$ cat config.mk
export PLATFORM = sky130hd
export DESIGN_NAME = trap_ctrl_flat
export DESIGN_NICKNAME = d
export VERILOG_FILES = /design/src/rtl/trap_ctrl_pkg.sv /design/src/rtl/trap_ctrl_if.sv /design/src/rtl/trap_ctrl_prio.sv /design/src/rtl/trap_ctrl.sv /design/src/flat_wrapper.sv
export SDC_FILE = /design/constraint.sdc
export NUM_CORES = 1
export LEC_CHECK = 0
export BUFFER_PORTS_ARGS = -buffer_cell sky130_fd_sc_hd__buf_2
export CORE_MARGIN = 10
export CORE_UTILIZATION = 33
export DETAILED_ROUTE_END_ITERATION = 10
export PLACE_DENSITY_LB_ADDON = 0.15
export SETUP_SLACK_MARGIN = 0.02
export SLEW_MARGIN = 20
export SYNTH_ARGS = -nofsm -noshare
export SYNTH_HDL_FRONTEND = slang
export SYNTH_SLANG_ARGS = --single-unit
$ cat constraint.sdc
create_clock -name clk_i -period 2.45 [get_ports clk_i]
set_input_delay 0.49 -clock clk_i [delete_from_list [all_inputs] [get_ports clk_i]]
set_output_delay 0.49 -clock clk_i [all_outputs]
set_load 0.02 [all_outputs]
$ cat src/rtl/trap_ctrl_pkg.sv
// Shared constants, state encoding and CSR update helpers for the machine-mode trap sequencer.
package trap_pkg;

    localparam int unsigned XLEN = 32;

    // Synchronous exception cause codes
    localparam logic [4:0] CAUSE_INST_MISALIGNED  = 5'd0;
    localparam logic [4:0] CAUSE_ILLEGAL_INST     = 5'd2;
    localparam logic [4:0] CAUSE_BREAKPOINT       = 5'd3;
    localparam logic [4:0] CAUSE_LOAD_MISALIGNED  = 5'd4;
    localparam logic [4:0] CAUSE_STORE_MISALIGNED = 5'd6;
    localparam logic [4:0] CAUSE_ECALL_M          = 5'd11;

    // Interrupt cause codes double as their mie/mip bit positions
    localparam logic [4:0] INT_MSI = 5'd3;
    localparam logic [4:0] INT_MTI = 5'd7;
    localparam logic [4:0] INT_MEI = 5'd11;

    localparam int unsigned MSTATUS_MIE    = 3;
    localparam int unsigned MSTATUS_MPIE   = 7;
    localparam int unsigned MSTATUS_MPP_HI = 12;
    localparam int unsigned MSTATUS_MPP_LO = 11;

    typedef enum logic [1:0] {
        ST_IDLE     = 2'd0,
        ST_TRAP_WR  = 2'd1,
        ST_MRET_WR  = 2'd2,
        ST_REDIRECT = 2'd3
    } trap_state_e;

    function automatic logic [XLEN-1:0] mstatus_on_trap(input logic [XLEN-1:0] ms);
        logic [XLEN-1:0] r;
        r                                = ms;
        r[MSTATUS_MPIE]                  = ms[MSTATUS_MIE];
        r[MSTATUS_MIE]                   = 1'b0;
        r[MSTATUS_MPP_HI:MSTATUS_MPP_LO] = 2'b11;
        return r;
    endfunction

    function automatic logic [XLEN-1:0] mstatus_on_mret(input logic [XLEN-1:0] ms);
        logic [XLEN-1:0] r;
        r                                = ms;
        r[MSTATUS_MIE]                   = ms[MSTATUS_MPIE];
        r[MSTATUS_MPIE]                  = 1'b1;
        r[MSTATUS_MPP_HI:MSTATUS_MPP_LO] = 2'b11;
        return r;
    endfunction

    function automatic logic [XLEN-1:0] mcause_value(input logic is_int, input logic [4:0] code);
        return {is_int, {(XLEN-6){1'b0}}, code};
    endfunction

    function automatic logic [XLEN-1:0] mip_value(input logic meip, input logic mtip, input logic msip);
        logic [XLEN-1:0] r;
        r                = '0;
        r[int'(INT_MEI)] = meip;
        r[int'(INT_MTI)] = mtip;
        r[int'(INT_MSI)] = msip;
        return r;
    endfunction

    function automatic logic is_misaligned_cause(input logic [4:0] code);
        return (code == CAUSE_INST_MISALIGNED) || (code == CAUSE_LOAD_MISALIGNED) ||
               (code == CAUSE_STORE_MISALIGNED);
    endfunction

endpackage

$ cat src/rtl/trap_ctrl_if.sv
// CSR exception write port plus the fetch redirect handshake driven by trap_ctrl.
interface trap_ctrl_if;
    import trap_pkg::*;

    logic            we_exc_o;
    logic            is_int_o;
    logic            sel_exc_nret_o;
    logic [XLEN-1:0] mcause_d_o;
    logic [XLEN-1:0] mepc_d_o;
    logic [XLEN-1:0] mtval_d_o;
    logic [XLEN-1:0] mstatus_d_o;
    logic [XLEN-1:0] mip_d_o;
    logic            redirect_valid_o;
    logic            redirect_ready_i;

    modport master (
        output we_exc_o, is_int_o, sel_exc_nret_o,
        output mcause_d_o, mepc_d_o, mtval_d_o, mstatus_d_o, mip_d_o,
        output redirect_valid_o,
        input  redirect_ready_i
    );

    modport slave (
        input  we_exc_o, is_int_o, sel_exc_nret_o,
        input  mcause_d_o, mepc_d_o, mtval_d_o, mstatus_d_o, mip_d_o,
        input  redirect_valid_o,
        output redirect_ready_i
    );

endinterface

$ cat src/rtl/trap_ctrl_prio.sv
// Combinational cause selection: enabled interrupts first, then exceptions, MRET last.
module trap_prio
    import trap_pkg::*;
(
    input  logic            e_inst_misaligned,
    input  logic            e_illegal_inst,
    input  logic            e_ecall,
    input  logic            e_ebreak,
    input  logic            e_load_misaligned,
    input  logic            e_store_misaligned,
    input  logic            mret,
    input  logic            meip,
    input  logic            mtip,
    input  logic            msip,
    input  logic [XLEN-1:0] mie,
    input  logic            mstatus_mie,
    output logic            take_trap,
    output logic            is_int,
    output logic [4:0]      code,
    output logic            take_mret
);

    localparam int unsigned N_INT = 3;
    localparam int unsigned N_EXC = 6;

    // Index 0 is the highest priority in both tables
    localparam logic [4:0] INT_CODE [N_INT] = '{INT_MEI, INT_MSI, INT_MTI};
    localparam logic [4:0] EXC_CODE [N_EXC] = '{CAUSE_INST_MISALIGNED, CAUSE_ILLEGAL_INST,
                                                CAUSE_BREAKPOINT, CAUSE_ECALL_M,
                                                CAUSE_LOAD_MISALIGNED, CAUSE_STORE_MISALIGNED};

    logic [N_INT-1:0] int_line;
    logic [N_INT-1:0] int_pend;
    logic [N_EXC-1:0] exc_flag;
    logic             mie_unused;

    assign int_line = {mtip, msip, meip};
    assign exc_flag = {e_store_misaligned, e_load_misaligned, e_ecall,
                       e_ebreak, e_illegal_inst, e_inst_misaligned};

    genvar gi;
    for (gi = 0; gi < N_INT; gi++) begin : g_int_pend
        assign int_pend[gi] = mstatus_mie & mie[int'(INT_CODE[gi])] & int_line[gi];
    end

    assign mie_unused = ^{mie[XLEN-1:12], mie[10:8], mie[6:4], mie[2:0]};

    // Scan lowest priority first so the highest pending source is the last writer
    always_comb begin
        take_trap = 1'b0;
        is_int    = 1'b0;
        code      = '0;
        for (int i = N_EXC - 1; i >= 0; i--) begin
            if (exc_flag[i]) begin
                take_trap = 1'b1;
                code      = EXC_CODE[i];
            end
        end
        for (int i = N_INT - 1; i >= 0; i--) begin
            if (int_pend[i]) begin
                take_trap = 1'b1;
                is_int    = 1'b1;
                code      = INT_CODE[i];
            end
        end
        take_mret = mret & ~take_trap;
    end

endmodule

$ cat src/rtl/trap_ctrl.sv
// Machine-mode trap sequencer: captures CSR update values, strobes the write, then redirects fetch.
module trap_ctrl
    import trap_pkg::*;
(
    input  logic            clk_i,
    input  logic            rst_i,
    input  logic            commit_valid_i,
    input  logic [XLEN-1:0] pc_i,
    input  logic [31:0]     inst_i,
    input  logic [XLEN-1:0] badaddr_i,
    input  logic            e_inst_misaligned_i,
    input  logic            e_illegal_inst_i,
    input  logic            e_ecall_i,
    input  logic            e_ebreak_i,
    input  logic            e_load_misaligned_i,
    input  logic            e_store_misaligned_i,
    input  logic            mret_i,
    input  logic            meip_i,
    input  logic            mtip_i,
    input  logic            msip_i,
    input  logic [XLEN-1:0] mstatus_i,
    input  logic [XLEN-1:0] mie_i,
    output logic            flush_o,
    output logic            stall_o,
    trap_ctrl_if.master     csr
);

    trap_state_e     state_reg;
    logic            we_exc_reg;
    logic            is_int_reg;
    logic            sel_exc_nret_reg;
    logic            flush_reg;
    logic            stall_reg;
    logic            redirect_valid_reg;
    logic [XLEN-1:0] mcause_reg;
    logic [XLEN-1:0] mepc_reg;
    logic [XLEN-1:0] mtval_reg;
    logic [XLEN-1:0] mstatus_reg;
    logic [XLEN-1:0] mip_reg;

    logic            take_trap;
    logic            is_int;
    logic [4:0]      code;
    logic            take_mret;
    logic [XLEN-1:0] mtval_next;
    logic            pc_unused;

    trap_prio u_prio (
        .e_inst_misaligned  (e_inst_misaligned_i),
        .e_illegal_inst     (e_illegal_inst_i),
        .e_ecall            (e_ecall_i),
        .e_ebreak           (e_ebreak_i),
        .e_load_misaligned  (e_load_misaligned_i),
        .e_store_misaligned (e_store_misaligned_i),
        .mret               (mret_i),
        .meip               (meip_i),
        .mtip               (mtip_i),
        .msip               (msip_i),
        .mie                (mie_i),
        .mstatus_mie        (mstatus_i[MSTATUS_MIE]),
        .take_trap          (take_trap),
        .is_int             (is_int),
        .code               (code),
        .take_mret          (take_mret)
    );

    // mepc is word aligned, so the low PC bits never reach a register
    assign pc_unused = ^pc_i[1:0];

    always_comb begin
        mtval_next = '0;
        if (!is_int && code == CAUSE_ILLEGAL_INST) begin
            mtval_next = inst_i;
        end else if (!is_int && is_misaligned_cause(code)) begin
            mtval_next = badaddr_i;
        end
    end

    always_ff @(posedge clk_i or negedge rst_i) begin
        if (!rst_i) begin
            state_reg          <= ST_IDLE;
            we_exc_reg         <= 1'b0;
            is_int_reg         <= 1'b0;
            sel_exc_nret_reg   <= 1'b0;
            flush_reg          <= 1'b0;
            stall_reg          <= 1'b0;
            redirect_valid_reg <= 1'b0;
            mcause_reg         <= '0;
            mepc_reg           <= '0;
            mtval_reg          <= '0;
            mstatus_reg        <= '0;
            mip_reg            <= '0;
        end else begin
            case (state_reg)
                ST_IDLE: begin
                    if (commit_valid_i && take_trap) begin
                        state_reg        <= ST_TRAP_WR;
                        we_exc_reg       <= 1'b1;
                        is_int_reg       <= is_int;
                        flush_reg        <= 1'b1;
                        sel_exc_nret_reg <= 1'b0;
                        stall_reg        <= 1'b1;
                        mcause_reg       <= mcause_value(is_int, code);
                        mepc_reg         <= {pc_i[XLEN-1:2], 2'b00};
                        mtval_reg        <= mtval_next;
                        mstatus_reg      <= mstatus_on_trap(mstatus_i);
                        mip_reg          <= mip_value(meip_i, mtip_i, msip_i);
                    end else if (commit_valid_i && take_mret) begin
                        // mcause/mepc/mtval keep their last trap values
                        state_reg        <= ST_MRET_WR;
                        flush_reg        <= 1'b1;
                        sel_exc_nret_reg <= 1'b1;
                        stall_reg        <= 1'b1;
                        mstatus_reg      <= mstatus_on_mret(mstatus_i);
                    end
                end
                ST_TRAP_WR, ST_MRET_WR: begin
                    state_reg          <= ST_REDIRECT;
                    we_exc_reg         <= 1'b0;
                    is_int_reg         <= 1'b0;
                    flush_reg          <= 1'b0;
                    redirect_valid_reg <= 1'b1;
                end
                ST_REDIRECT: begin
                    if (csr.redirect_ready_i) begin
                        state_reg          <= ST_IDLE;
                        redirect_valid_reg <= 1'b0;
                        stall_reg          <= 1'b0;
                        sel_exc_nret_reg   <= 1'b0;
                    end
                end
                default: state_reg <= ST_IDLE;
            endcase
        end
    end

    assign flush_o              = flush_reg;
    assign stall_o              = stall_reg;
    assign csr.we_exc_o         = we_exc_reg;
    assign csr.is_int_o         = is_int_reg;
    assign csr.sel_exc_nret_o   = sel_exc_nret_reg;
    assign csr.mcause_d_o       = mcause_reg;
    assign csr.mepc_d_o         = mepc_reg;
    assign csr.mtval_d_o        = mtval_reg;
    assign csr.mstatus_d_o      = mstatus_reg;
    assign csr.mip_d_o          = mip_reg;
    assign csr.redirect_valid_o = redirect_valid_reg;

endmodule

$ cat src/flat_wrapper.sv
// flat-port wrapper written by rule: the top's interface ports become plain ports
module trap_ctrl_flat import trap_pkg::*;
  (clk_i, rst_i, commit_valid_i, pc_i, inst_i, badaddr_i, e_inst_misaligned_i, e_illegal_inst_i, e_ecall_i, e_ebreak_i, e_load_misaligned_i, e_store_misaligned_i, mret_i, meip_i, mtip_i, msip_i, mstatus_i, mie_i, flush_o, stall_o, csr_we_exc_o, csr_is_int_o, csr_sel_exc_nret_o, csr_mcause_d_o, csr_mepc_d_o, csr_mtval_d_o, csr_mstatus_d_o, csr_mip_d_o, csr_redirect_valid_o, csr_redirect_ready_i);
  trap_ctrl_if csr_i ();
  input  logic clk_i;
  input  logic rst_i;
  input  logic commit_valid_i;
  input  logic [XLEN-1:0] pc_i;
  input  logic [31:0] inst_i;
  input  logic [XLEN-1:0] badaddr_i;
  input  logic e_inst_misaligned_i;
  input  logic e_illegal_inst_i;
  input  logic e_ecall_i;
  input  logic e_ebreak_i;
  input  logic e_load_misaligned_i;
  input  logic e_store_misaligned_i;
  input  logic mret_i;
  input  logic meip_i;
  input  logic mtip_i;
  input  logic msip_i;
  input  logic [XLEN-1:0] mstatus_i;
  input  logic [XLEN-1:0] mie_i;
  output logic flush_o;
  output logic stall_o;
  output wire logic [$bits(csr_i.we_exc_o)-1:0] csr_we_exc_o;
  output wire logic [$bits(csr_i.is_int_o)-1:0] csr_is_int_o;
  output wire logic [$bits(csr_i.sel_exc_nret_o)-1:0] csr_sel_exc_nret_o;
  output wire logic [$bits(csr_i.mcause_d_o)-1:0] csr_mcause_d_o;
  output wire logic [$bits(csr_i.mepc_d_o)-1:0] csr_mepc_d_o;
  output wire logic [$bits(csr_i.mtval_d_o)-1:0] csr_mtval_d_o;
  output wire logic [$bits(csr_i.mstatus_d_o)-1:0] csr_mstatus_d_o;
  output wire logic [$bits(csr_i.mip_d_o)-1:0] csr_mip_d_o;
  output wire logic [$bits(csr_i.redirect_valid_o)-1:0] csr_redirect_valid_o;
  input wire logic [$bits(csr_i.redirect_ready_i)-1:0] csr_redirect_ready_i;
  assign csr_we_exc_o = csr_i.we_exc_o;
  assign csr_is_int_o = csr_i.is_int_o;
  assign csr_sel_exc_nret_o = csr_i.sel_exc_nret_o;
  assign csr_mcause_d_o = csr_i.mcause_d_o;
  assign csr_mepc_d_o = csr_i.mepc_d_o;
  assign csr_mtval_d_o = csr_i.mtval_d_o;
  assign csr_mstatus_d_o = csr_i.mstatus_d_o;
  assign csr_mip_d_o = csr_i.mip_d_o;
  assign csr_redirect_valid_o = csr_i.redirect_valid_o;
  assign csr_i.redirect_ready_i = csr_redirect_ready_i;
  trap_ctrl u_core (.clk_i(clk_i), .rst_i(rst_i), .commit_valid_i(commit_valid_i), .pc_i(pc_i), .inst_i(inst_i), .badaddr_i(badaddr_i), .e_inst_misaligned_i(e_inst_misaligned_i), .e_illegal_inst_i(e_illegal_inst_i), .e_ecall_i(e_ecall_i), .e_ebreak_i(e_ebreak_i), .e_load_misaligned_i(e_load_misaligned_i), .e_store_misaligned_i(e_store_misaligned_i), .mret_i(mret_i), .meip_i(meip_i), .mtip_i(mtip_i), .msip_i(msip_i), .mstatus_i(mstatus_i), .mie_i(mie_i), .flush_o(flush_o), .stall_o(stall_o), .csr(csr_i));
endmodule
==> results.yml <==
global_routing:
  grt_pass1_wl_mm: 21.6
  grt_max_degree: 110
  grt_pass1_vias: 4056
  overflow: 0
  antenna_found_initial: 6
  grt_util_all_layers: 0.135
synthesis:
  yosysSeqAreaShare: 0.532
  yosys.area.top_type_share: 0.532
  synth-edff-count: 0
  syn_area_mm2: 0.00513
  synth_async_sr_flop_share: 1.00
  yosys-top-cells-count: "109 x dfrtp_1, 65 x buf_4, 61 x mux2_2"
  synth-seq-cells: 109
  ys_warn_count: 0
  synth_top_flop_cell: "dfrtp_1"
  avgSynthCellArea_um2: 12.2
  synth_top_cell_by_area: "dfrtp_1"
  synth_area_leaders: "dfrtp_1 53%, mux2_2 13%, buf_4 9.5%, mux2i_1 6.2%, nand2_1 2.9%"
  synth.distinct_cells: 42
  netlist_instances: 419
  synth.most_common_cell: "dfrtp_1"
routing:
  antenna_left: 0
  first_pass_iters: 6
  wl_per_cell_um: 17.1
  wl_met3_mm: 1.76
  wl_met1_mm: 5.42
  num_vias: 3836
  drt-total-wl_mm: 14.8
  met2_length_mm: 7.29
  drtIter0Drc: 121
  vias_per_cell: 4.44
  drc: 0
  highest_layer: "met5"
pwr:
  p_leak_nw: 3.49
  power_density_mw_per_mm2: 1270
  p_switching_w: 0.00348
  cell_internal_pwr_w: 0.00502
  power_frac_comb: 0.461
  swShare: 0.410
  pwr-share-clk: 0.178
  seq_power_share: 0.361
  ir_drop_v: 0.000475
sta:
  fin_crit_sh: 0.851
  fin_crit_ns: 2.08
  clock_skew_ns: 0.00770
  whs_ns: 0.195
  final-setup-viol-count: 0
  setup_tns_ns: 0
  worst_slew_pin_slew_ns: 0.947
  final_max_slew_viol_count: 0
  layout_setup_ws_ns: 0.366
  hold_violations: 0
  max-slew-margin-rel: 0.367
  fmax_mhz: 480
  rsz0062_at_grt: "no"
placed_design:
  pre_cts_ws_ns: 0.224
  gp_congestion: 0.783
  dp_hpwl_mm: 11.9
  io_buffers: 248
clock_tree:
  cts_inserted_buffers: 9
  insertion_delay_ns: 0.35
  cts-htree-levels: 3
  cts.sink_count: 109
  ctsResizeCount: 0
  clk_pin_slew_ns: 0.08
  postCtsSetupBuffers: 0
  cts_max_path_buffers: 2
  cts_tree: "yes"
  cts-root-buf: "clkbuf_16"
  hold_buffers: 0
critical_path:
  crit_required_ns: 2.72
  path_delay_family: "compound AO/OA/AOI/OAI gates"
  cpPeakStageDelay_ns: 0.41
  worstPathArrival_ns: 2.36
  crit_path_max_fanout: 20
  endpoint_kind: "register"
  critPathLaunchType: "register"
  crit_type: "register to register"
  crit_chain: "inv_1 -> ha_1 -> and2_1 -> o311ai_4 -> buf_4 -> o21ai_0"
  path_buf_inv: 2
  slowest_stage: "dfrtp_1"
die:
  die_h_um: 145
  core_region_area_mm2: 0.0152
  die-area_mm2: 0.0209
  io-pin-count: 340
  die_w_um: 145
  fp-row-count: 45
  start_util: 0.337
final_layout:
  fin_nets: 845
  fill_cells: 1521
  largest_register_ffs: 32
  drive_gt1_frac: 0.512
  areaGrowthSynthToFinish_pct: 30.8
outcome:
  outcome: "completed"
run:
  cap_violations: 0
worst_hold_path:
  hold_class: "primary input to asynchronous set/reset pin"
-- power by group through the flow --
stage	clock network (W)	registers (W)	logic, W
5_1_grt	0.00164	0.00319	0.00425
3_3_place_gp	0	0.00306	0.00396
2_1_floorplan	0	0.00414	0.00155
6_report	0.00152	0.00307	0.00391
3_5_place_dp	0	0.00310	0.00401
4_1_cts	0.00158	0.00308	0.00401
-- kinds of logic after synthesis --
| family | Yosys count | synth area share |
|---|---|---|
| compound gates | 65 | 0.0847 |
| fa+ha+maj | 4 | 0.00976 |
| buf+inv | 82 | 0.113 |
| flops | 109 | 0.532 |
| mux | 94 | 0.199 |
| other cells | 1 | 0.000732 |
| simple gates | 64 | 0.0608 |
-- area by class of cell --
type | count | area (um2) | share of cell area
clock buffer | 9 | 225 | 0.0336
antenna | 4 | 10.0 | 0.00149
multi-input combinational | 285 | 2050 | 0.306
timing repair buffer | 255 | 1350 | 0.201
tap | 188 | 235 | 0.0351
inverter | 7 | 26.3 | 0.00392
clock inverter | 7 | 82.6 | 0.0123
sequential | 109 | 2730 | 0.407
-- layer usage --
metal	up-vias	global-route usage
met4	4	0.0606
met5	-	0
met2	178	0.228
met1	1797	0.141
li1	1837	-
met3	20	0.0597
-- cell usage in the layout (no fill, tap or decap), types with 2 or more instances in the layout --
cell type / netlist / final
buf_2: 2 / 247
dfrtp_1: 109 / 109
mux2_2: 61 / 61
conb_1: 1 / 58
nand2_1: 39 / 39
mux2i_1: 32 / 32
o21ai_1: 27 / 27
o21ai_0: 15 / 15
clkbuf_16: 0 / 9
inv_1: 7 / 7
nor2_1: 5 / 5
diode_2: 0 / 4
nand3_1: 4 / 4
nand2b_1: 4 / 4
ha_1: 4 / 4
buf_4: 65 / 4
buf_12: 0 / 4
a21oi_1: 3 / 3
o31ai_1: 3 / 3
nor3_4: 2 / 2
a22oi_1: 2 / 2
nor3_1: 2 / 2
o21a_1: 2 / 2
nor2b_1: 2 / 2
o22ai_1: 2 / 2
clkinv_4: 0 / 2
clkinvlp_4: 0 / 2
-- path summary, 6_finish.rpt --
kind                                                from                        to  slack (ns)  depth (start not counted)
worst max register to register       u_core.state_reg[0]   u_core.csr.mtval_d_o[0]        0.37                          6
worst min-delay path                               rst_i    u_core.csr.mepc_d_o[2]        0.19                          2
max in group asynchronous                          rst_i  u_core.csr.mtval_d_o[25]        1.79                          2
worst max-delay path                 u_core.state_reg[0]   u_core.csr.mtval_d_o[0]        0.37                          6
min in group clk_i                              pc_i[10]   u_core.csr.mepc_d_o[10]        0.36                          2
worst min register to register  u_core.csr.mtval_d_o[31]  u_core.csr.mtval_d_o[31]        0.48                          2
-- stage by stage --
stage | area (um2) | std cells | util | power (W)
after detailed placement | 6390 | 844 | 0.420 | 0.00711
after global routing | 6700 | 863 | 0.441 | 0.00908
after floorplan | 5340 | 476 | - | 0.00569
final | 6700 | 864 | 0.441 | 0.00850
after CTS | 6690 | 860 | 0.440 | 0.00867
after global placement | 6390 | 844 | 0.420 | 0.00702
No activity file was read; power rests on OpenSTA's default activity.
